[src/rtl/id_ex_reg_pkg.sv]
// Shared pipeline definitions: RV32I opcodes, bubble field values and the
// ID/EX register layout used by the ID/EX stage and the EX hazard checker.
package id_ex_reg_pkg;

    localparam logic [6:0] OP_LUI    = 7'b0110111;
    localparam logic [6:0] OP_AUIPC  = 7'b0010111;
    localparam logic [6:0] OP_JAL    = 7'b1101111;
    localparam logic [6:0] OP_JALR   = 7'b1100111;
    localparam logic [6:0] OP_BRANCH = 7'b1100011;
    localparam logic [6:0] OP_LOAD   = 7'b0000011;
    localparam logic [6:0] OP_STORE  = 7'b0100011;
    localparam logic [6:0] OP_IMM    = 7'b0010011;
    localparam logic [6:0] OP_OP     = 7'b0110011;

    localparam logic [4:0]  BUBBLE_REG  = 5'd0;
    localparam logic [31:0] BUBBLE_DATA = 32'd0;
    localparam logic [31:0] BUBBLE_PC   = 32'd0;

    typedef struct packed {
        logic        valid;
        logic [31:0] pc;
        logic [6:0]  opcode;
        logic [2:0]  funct3;
        logic [6:0]  funct7;
        logic [4:0]  rs1;
        logic [4:0]  rs2;
        logic [4:0]  rd;
        logic [31:0] rs1_data;
        logic [31:0] rs2_data;
        logic [31:0] imme;
        logic        regwrite;
        logic        memtoreg;
        logic        memwrite;
    } id_ex_t;

    // addi x0,x0,0 with every side-effect control bit cleared
    function automatic id_ex_t bubble_fields(input logic [6:0] op);
        id_ex_t b;
        b.valid    = 1'b0;
        b.pc       = BUBBLE_PC;
        b.opcode   = op;
        b.funct3   = 3'd0;
        b.funct7   = 7'd0;
        b.rs1      = BUBBLE_REG;
        b.rs2      = BUBBLE_REG;
        b.rd       = BUBBLE_REG;
        b.rs1_data = BUBBLE_DATA;
        b.rs2_data = BUBBLE_DATA;
        b.imme     = BUBBLE_DATA;
        b.regwrite = 1'b0;
        b.memtoreg = 1'b0;
        b.memwrite = 1'b0;
        return b;
    endfunction

    // x0 is hardwired to zero, so a forward targeting it is never taken
    function automatic logic use_forward(input logic en, input logic [4:0] idx);
        return en && (idx != BUBBLE_REG);
    endfunction

endpackage

[src/rtl/id_ex_reg_sat_counter.sv]
// Saturating up-counter; sticks at all-ones instead of wrapping.
module sat_counter #(
    parameter int W = 16
) (
    input  logic         clk,
    input  logic         rst_n,
    input  logic         inc,
    output logic [W-1:0] count
);

    localparam logic [W-1:0] ONE = W'(1);

    always_ff @(posedge clk or negedge rst_n) begin
        if (!rst_n)
            count <= '0;
        else if (inc && (count != '1))
            count <= count + ONE;
    end

endmodule

[src/rtl/id_ex_reg.sv]
// ID/EX pipeline register with flush/stall handling, operand forwarding
// into EX and stall/flush performance counters.
module id_ex_reg
    import id_ex_reg_pkg::*;
#(
    parameter logic [6:0] OP_IMME_ARITHMETIC = OP_IMM,
    parameter int         CNT_W              = 16
) (
    input  logic             clk,
    input  logic             rst_n,
    input  logic             ID_valid,
    input  logic [31:0]      ID_pc,
    input  logic [6:0]       ID_opcode,
    input  logic [2:0]       ID_funct3,
    input  logic [6:0]       ID_funct7,
    input  logic [4:0]       ID_rs1,
    input  logic [4:0]       ID_rs2,
    input  logic [4:0]       ID_rd,
    input  logic [31:0]      ID_rs1_data,
    input  logic [31:0]      ID_rs2_data,
    input  logic [31:0]      ID_imme,
    input  logic             ID_regwrite,
    input  logic             ID_memtoreg,
    input  logic             ID_memwrite,
    input  logic             EX_stall,
    input  logic             EX_flush,
    input  logic [31:0]      EX_hazard_rs1_data,
    input  logic [31:0]      EX_hazard_rs2_data,
    input  logic             EX_hazard_rs1_data_enable,
    input  logic             EX_hazard_rs2_data_enable,
    output logic             ID_EX_valid,
    output logic [31:0]      ID_EX_pc,
    output logic [6:0]       ID_EX_opcode,
    output logic [2:0]       ID_EX_funct3,
    output logic [6:0]       ID_EX_funct7,
    output logic [4:0]       ID_EX_rs1,
    output logic [4:0]       ID_EX_rs2,
    output logic [4:0]       ID_EX_rd,
    output logic [31:0]      ID_EX_rs1_data,
    output logic [31:0]      ID_EX_rs2_data,
    output logic [31:0]      ID_EX_imme,
    output logic             ID_EX_regwrite,
    output logic             ID_EX_memtoreg,
    output logic             ID_EX_memwrite,
    output logic [31:0]      EX_operand_a,
    output logic [31:0]      EX_operand_b,
    output logic             ID_EX_issue,
    output logic             IF_ID_hold,
    output logic [CNT_W-1:0] stall_count,
    output logic [CNT_W-1:0] flush_count
);

    id_ex_t ex_p0;
    id_ex_t ex_p1;
    logic   fwd_rs1;
    logic   fwd_rs2;

    assign fwd_rs1 = use_forward(EX_hazard_rs1_data_enable, ex_p1.rs1);
    assign fwd_rs2 = use_forward(EX_hazard_rs2_data_enable, ex_p1.rs2);

    // ID -> EX boundary: flush beats stall; a stall keeps re-latching forwards
    always_comb begin
        ex_p0 = ex_p1;
        if (EX_flush || (!EX_stall && !ID_valid)) begin
            ex_p0 = bubble_fields(OP_IMME_ARITHMETIC);
        end else if (EX_stall) begin
            if (fwd_rs1) ex_p0.rs1_data = EX_hazard_rs1_data;
            if (fwd_rs2) ex_p0.rs2_data = EX_hazard_rs2_data;
        end else begin
            ex_p0.valid    = 1'b1;
            ex_p0.pc       = ID_pc;
            ex_p0.opcode   = ID_opcode;
            ex_p0.funct3   = ID_funct3;
            ex_p0.funct7   = ID_funct7;
            ex_p0.rs1      = ID_rs1;
            ex_p0.rs2      = ID_rs2;
            ex_p0.rd       = ID_rd;
            ex_p0.rs1_data = (ID_rs1 == BUBBLE_REG) ? BUBBLE_DATA : ID_rs1_data;
            ex_p0.rs2_data = (ID_rs2 == BUBBLE_REG) ? BUBBLE_DATA : ID_rs2_data;
            ex_p0.imme     = ID_imme;
            ex_p0.regwrite = ID_regwrite;
            ex_p0.memtoreg = ID_memtoreg;
            ex_p0.memwrite = ID_memwrite;
        end
    end

    always_ff @(posedge clk or negedge rst_n) begin
        if (!rst_n)
            ex_p1 <= bubble_fields(OP_IMME_ARITHMETIC);
        else
            ex_p1 <= ex_p0;
    end

    assign ID_EX_valid    = ex_p1.valid;
    assign ID_EX_pc       = ex_p1.pc;
    assign ID_EX_opcode   = ex_p1.opcode;
    assign ID_EX_funct3   = ex_p1.funct3;
    assign ID_EX_funct7   = ex_p1.funct7;
    assign ID_EX_rs1      = ex_p1.rs1;
    assign ID_EX_rs2      = ex_p1.rs2;
    assign ID_EX_rd       = ex_p1.rd;
    assign ID_EX_rs1_data = ex_p1.rs1_data;
    assign ID_EX_rs2_data = ex_p1.rs2_data;
    assign ID_EX_imme     = ex_p1.imme;
    assign ID_EX_regwrite = ex_p1.regwrite;
    assign ID_EX_memtoreg = ex_p1.memtoreg;
    assign ID_EX_memwrite = ex_p1.memwrite;

    assign EX_operand_a = fwd_rs1 ? EX_hazard_rs1_data : ex_p1.rs1_data;
    assign EX_operand_b = fwd_rs2 ? EX_hazard_rs2_data : ex_p1.rs2_data;
    assign ID_EX_issue  = ex_p1.valid & ~EX_stall;
    assign IF_ID_hold   = EX_stall & ~EX_flush;

    sat_counter #(.W(CNT_W)) u_stall_cnt (
        .clk   (clk),
        .rst_n (rst_n),
        .inc   (EX_stall & ~EX_flush),
        .count (stall_count)
    );

    sat_counter #(.W(CNT_W)) u_flush_cnt (
        .clk   (clk),
        .rst_n (rst_n),
        .inc   (EX_flush),
        .count (flush_count)
    );

endmodule

[config.mk]
export PLATFORM = sky130hd
export DESIGN_NAME = id_ex_reg
export DESIGN_NICKNAME = d
export VERILOG_FILES = /design/src/rtl/id_ex_reg_pkg.sv /design/src/rtl/id_ex_reg_sat_counter.sv /design/src/rtl/id_ex_reg.sv
export SDC_FILE = /design/constraint.sdc
export NUM_CORES = 1
export LEC_CHECK = 0
export BUFFER_PORTS_ARGS = -buffer_cell sky130_fd_sc_hd__buf_2
export CELL_PAD_IN_SITES_DETAIL_PLACEMENT = 1
export CELL_PAD_IN_SITES_GLOBAL_PLACEMENT = 2
export CORE_AREA = 2 2 192 194
export CTS_CLUSTER_SIZE = 16
export DETAILED_ROUTE_END_ITERATION = 12
export DIE_AREA = 0 0 194 196
export GPL_ROUTABILITY_DRIVEN = 0
export PLACE_DENSITY = 0.74
export SLEW_MARGIN = 25
export SYNTH_ARGS = -nofsm -noshare
export SYNTH_HDL_FRONTEND = slang
export SYNTH_SLANG_ARGS = --single-unit
[constraint.sdc]
create_clock -name clk -period 2.6 [get_ports clk]
set_clock_uncertainty 0.1 [all_clocks]
set_input_delay 0 -clock clk [delete_from_list [all_inputs] [get_ports clk]]
set_output_delay 0 -clock clk [all_outputs]
set_load 0.01 [all_outputs]
==> results <==
- The detailed router finished its first iteration with 264 violations.
- By count the netlist is led by sky130_fd_sc_hd__dfrtp_1 (193), sky130_fd_sc_hd__a22o_1 (151), sky130_fd_sc_hd__mux2_2 (55).
- The final antenna-violating net count is 0.
- The count of buffers from port buffering is 495.
- The number of endpoints failing setup at the final stage is 0.
- The total number of clock tree sinks is 196.
- For the pin with the worst max-slew slack, the measured transition is just over 0.6 ns.
- The first detailed-routing pass took 4 iterations.
- Post-CTS timing repair inserted 0 buffers for setup.
- After the last flow step, the layout net total stands at 1547.
- Once the floorplan was initialized, standard cells occupied 22.7% of the core.
- The average wire per cell in the routed design is 19.9 µm.
- The maximum number of pins on one net before global-route repair is 102.
- The hold-fix buffer count after cts is 236.
- The worst hold path belongs to the class in -> async.
- The die boundary width is 194 µm.
- For the worst setup path, the data required time is 2.50 ns.
- Summed over all layers, the global routing overflow is 0.
- The detailed-route vias per instance is 4.51.
- After synthesis, the largest area contributor takes up 58.9% of total cell area.
- The netlist uses 39 different library cells.
- The total area inside the core boundary comes to 36100 µm².
- The worst hold margin is 0.00315 ns.
- The quantity of gates resized following cts is 0.
- During synthesis, Yosys emitted a total of 0 warnings.
- The fraction of final layout cells sized beyond drive strength 1 is 47.8%.
- The worst slew margin relative to its limit is 59.4%.
- The smallest clock period supported by the final layout is computed as 2.48 ns.
- The floorplan has 70 rows.
- The post-detailed-route DRC marker count is 0.
- The largest voltage drop on the vdd net is 0.450 mV.
- The critical path is of the reg -> out type.
- The layout-stage area growth over the synthesis result is 72.9%.
- The first-pass GRT wire length is about 55000 µm.
- Synthesis inferred 196 register bits.
- The most critical setup path has its startpoint at ID_EX_rs1[0].
- The total clock buffers created by CTS is 17.
- The number of max-cap violations is 0.
- The post-synthesis area per instance is around 14 µm².
- The total track usage is 18.6%.
- The number of cells in the design after placement is 1524.
- The cell area that synthesis handed to floorplanning was between 8000 and 9000 µm².
- The count of endpoints failing hold in the final timing report is 0.
- Counting cells, the worst reg-to-reg path comes to 5.
- The number of global-route vias before repair is 9265.
- The total wirelength of the detailed-routed design is ~36000 µm.
- The type of destination of the critical path is an output pin.
- TritonCTS built the clock tree.
- Power comes to 7.82 mW.
- The final cell utilization of the core is 39.3%.
- Among all flip-flop cells after synthesis, the most frequent one is sky130_fd_sc_hd__dfrtp_1.
- The overall die area is 38000 µm².
- The final critical path takes up 95.3% of the cycle.
- The total negative slack is 0 ns.
- The reported leakage power is roughly 7.5 nW.
- Counting every net in the synthesized netlist gives 822.
- Of all nets on the critical path, the largest fanout is 32.
- The worst register-to-register path begins at ID_EX_rs1[0].
- The maximum clock rate is 404 MHz.
- The number of cells in the finished layout apart from fillers is 1794.
- The height of the die is 196 µm.
- The proportion of synthesized chip area in sequential cells is roughly 60%.
- The number of H-tree branching levels is 4.
- Once layout is done, the placed cells without fillers occupy 14200 µm².
- Counting every instance in the synthesized netlist gives 586.
- The data arrival at the endpoint of the critical path is between 2 and 2.5 ns.
- Yosys attributes the largest share of cell area to sky130_fd_sc_hd__dfrtp_1 (59%), sky130_fd_sc_hd__a22o_1 (16%), sky130_fd_sc_hd__mux2_2 (7.6%).
- The count of flip-flops with a built-in enable after synthesis is 0.
- The placed wire-length estimate is 23500 µm.
- The run finished with clean final reports.
- At the later pin of the worst-skew pair, clock insertion delay measures 0.45 ns.
- Timing analysis after detailed placement gives a worst setup slack of 0.404 ns.
- The dominant cell by count in the synthesized netlist is sky130_fd_sc_hd__dfrtp_1.
- The post-CTS clock slew at the launch and capture registers of the worst setup and hold paths is 0.07 ns.
- The final worst setup slack is ~0.12 ns.
- The power per cell area is ~550 nW/µm².
- Setup repair after global routing left no endpoint under its margin.
- In this run the clock root is driven by a sky130_fd_sc_hd__clkbuf_16.
- The cell type contributing the most total cell area after synthesis is sky130_fd_sc_hd__dfrtp_1.
- The initial antenna violation count is 2.
- The detailed router placed 8092 vias in this run.
- The nature of the critical path startpoint is a register.
- During I/O placement, the number of pins put on the boundary was 496.
- The area after detailed placement is 11200 µm².
- The async set or reset register ratio after synthesis is 100%.
- No sink is reached through more buffers than the 2 on the longest clock path.
- The max-slew violation count is 0.
## path summary, 6_finish.rpt
kind	to	slack (ns)
max	EX_operand_a[23]	0.12
max reg2reg	ID_EX_rs1_data[20]	0.38
min in group clk	ID_EX_opcode[4]	0.09
min reg2reg	ID_EX_imme[31]	0.40
max in group asynchronous	ID_EX_opcode[1]	1.65
min	u_flush_cnt.count[7]	0.003
## layout by cell type (no fill, tap or decap), types with 3 or more instances in the layout
cell type and instances:
sky130_fd_sc_hd__nor3_1 9, sky130_fd_sc_hd__clkinv_4 3, sky130_fd_sc_hd__xor2_1 12, sky130_fd_sc_hd__mux2_2 55, sky130_fd_sc_hd__xnor2_1 16, sky130_fd_sc_hd__dfrtp_1 193, sky130_fd_sc_hd__buf_12 5, sky130_fd_sc_hd__inv_8 3
sky130_fd_sc_hd__nand3_1 11, sky130_fd_sc_hd__dfstp_2 3, sky130_fd_sc_hd__and4_1 4, sky130_fd_sc_hd__nand2_1 8, sky130_fd_sc_hd__and3_1 3, sky130_fd_sc_hd__o22a_1 3, sky130_fd_sc_hd__nand4_1 11, sky130_fd_sc_hd__nor4_1 4
sky130_fd_sc_hd__mux2_4 12, sky130_fd_sc_hd__a22o_1 151, sky130_fd_sc_hd__clkbuf_16 17, sky130_fd_sc_hd__buf_4 11, sky130_fd_sc_hd__inv_1 5, sky130_fd_sc_hd__inv_6 5, sky130_fd_sc_hd__nor2_1 9, sky130_fd_sc_hd__buf_2 494
sky130_fd_sc_hd__dlygate4sd3_1 236, sky130_fd_sc_hd__a22o_2 9, sky130_fd_sc_hd__nor3b_1 3
## report_power, final
| part | leakage, nW | total (mW) | internal [mW] | switching [mW] |
|---|---|---|---|---|
| registers | 2.62 | 3.48 | 3.26 | 0.220 |
| logic | 4.64 | 1.73 | 0.904 | 0.825 |
| clock network | 0.274 | 2.61 | 1.27 | 1.34 |
## metal layers
| layer | GRT usage, % | routed length [µm] |
|---|---|---|
| met4 | 6.73 | 971 |
| met2 | 33.8 | 18600 |
| met5 | 0 | 0 |
| met1 | 21.1 | 14200 |
| met3 | 4.69 | 1940 |
## critical path, stage by stage, from the launching register on
cell and delay [ns]:
sky130_fd_sc_hd__dfrtp_1 0.40, sky130_fd_sc_hd__or4_4 0.56, sky130_fd_sc_hd__o21ai_4 0.16, sky130_fd_sc_hd__buf_12 0.23, sky130_fd_sc_hd__mux2_2 0.40, sky130_fd_sc_hd__buf_2 0.15
## flip-flops by register name, summed over array words and instances (netlist names)
| name | flops |
|---|---|
| ID_EX_funct7 | 7 |
| ID_EX_rs1 | 5 |
| ID_EX_rs2_data | 32 |
| ID_EX_rs1_data | 32 |
| ID_EX_imme | 32 |
| u_flush_cnt.count | 16 |
| ID_EX_valid | 1 |
| u_stall_cnt.count | 16 |
| ID_EX_memwrite | 1 |
| ID_EX_rd | 5 |
| ID_EX_regwrite | 1 |
| ID_EX_memtoreg | 1 |
| ID_EX_rs2 | 5 |
| ID_EX_opcode | 7 |
| ID_EX_funct3 | 3 |
| ID_EX_pc | 32 |
## cell type report
cell class / instances / area (µm²)
Sequential cell: 196 / 4910
Fill cell: 4041 / 21900
Clock buffer: 17 / 425
Tap cell: 468 / 586
Multi-Input combinational cell: 343 / 3050
Timing Repair Buffer: 747 / 5030
Antenna cell: 2 / 5.00
Clock inverter: 15 / 140
Inverter: 6 / 25.0
## kinds of logic (layout without fill, tap and decap cells)
group                    Yosys count  count (layout)  synth area share [%]
adder cells (fa/ha/maj)            2               2                 0.305
flip-flops                       196             196                  59.9
AND/OR/NAND/NOR                   73              73                  5.30
buffers and inverters             47             785                  3.08
AO/OA/AOI/OAI                    171             171                  18.4
other                              0               2                     0
XOR/XNOR                          28              28                  2.99
multiplexers                      69              69                  10.0
Power figures use the tool's default switching activity.
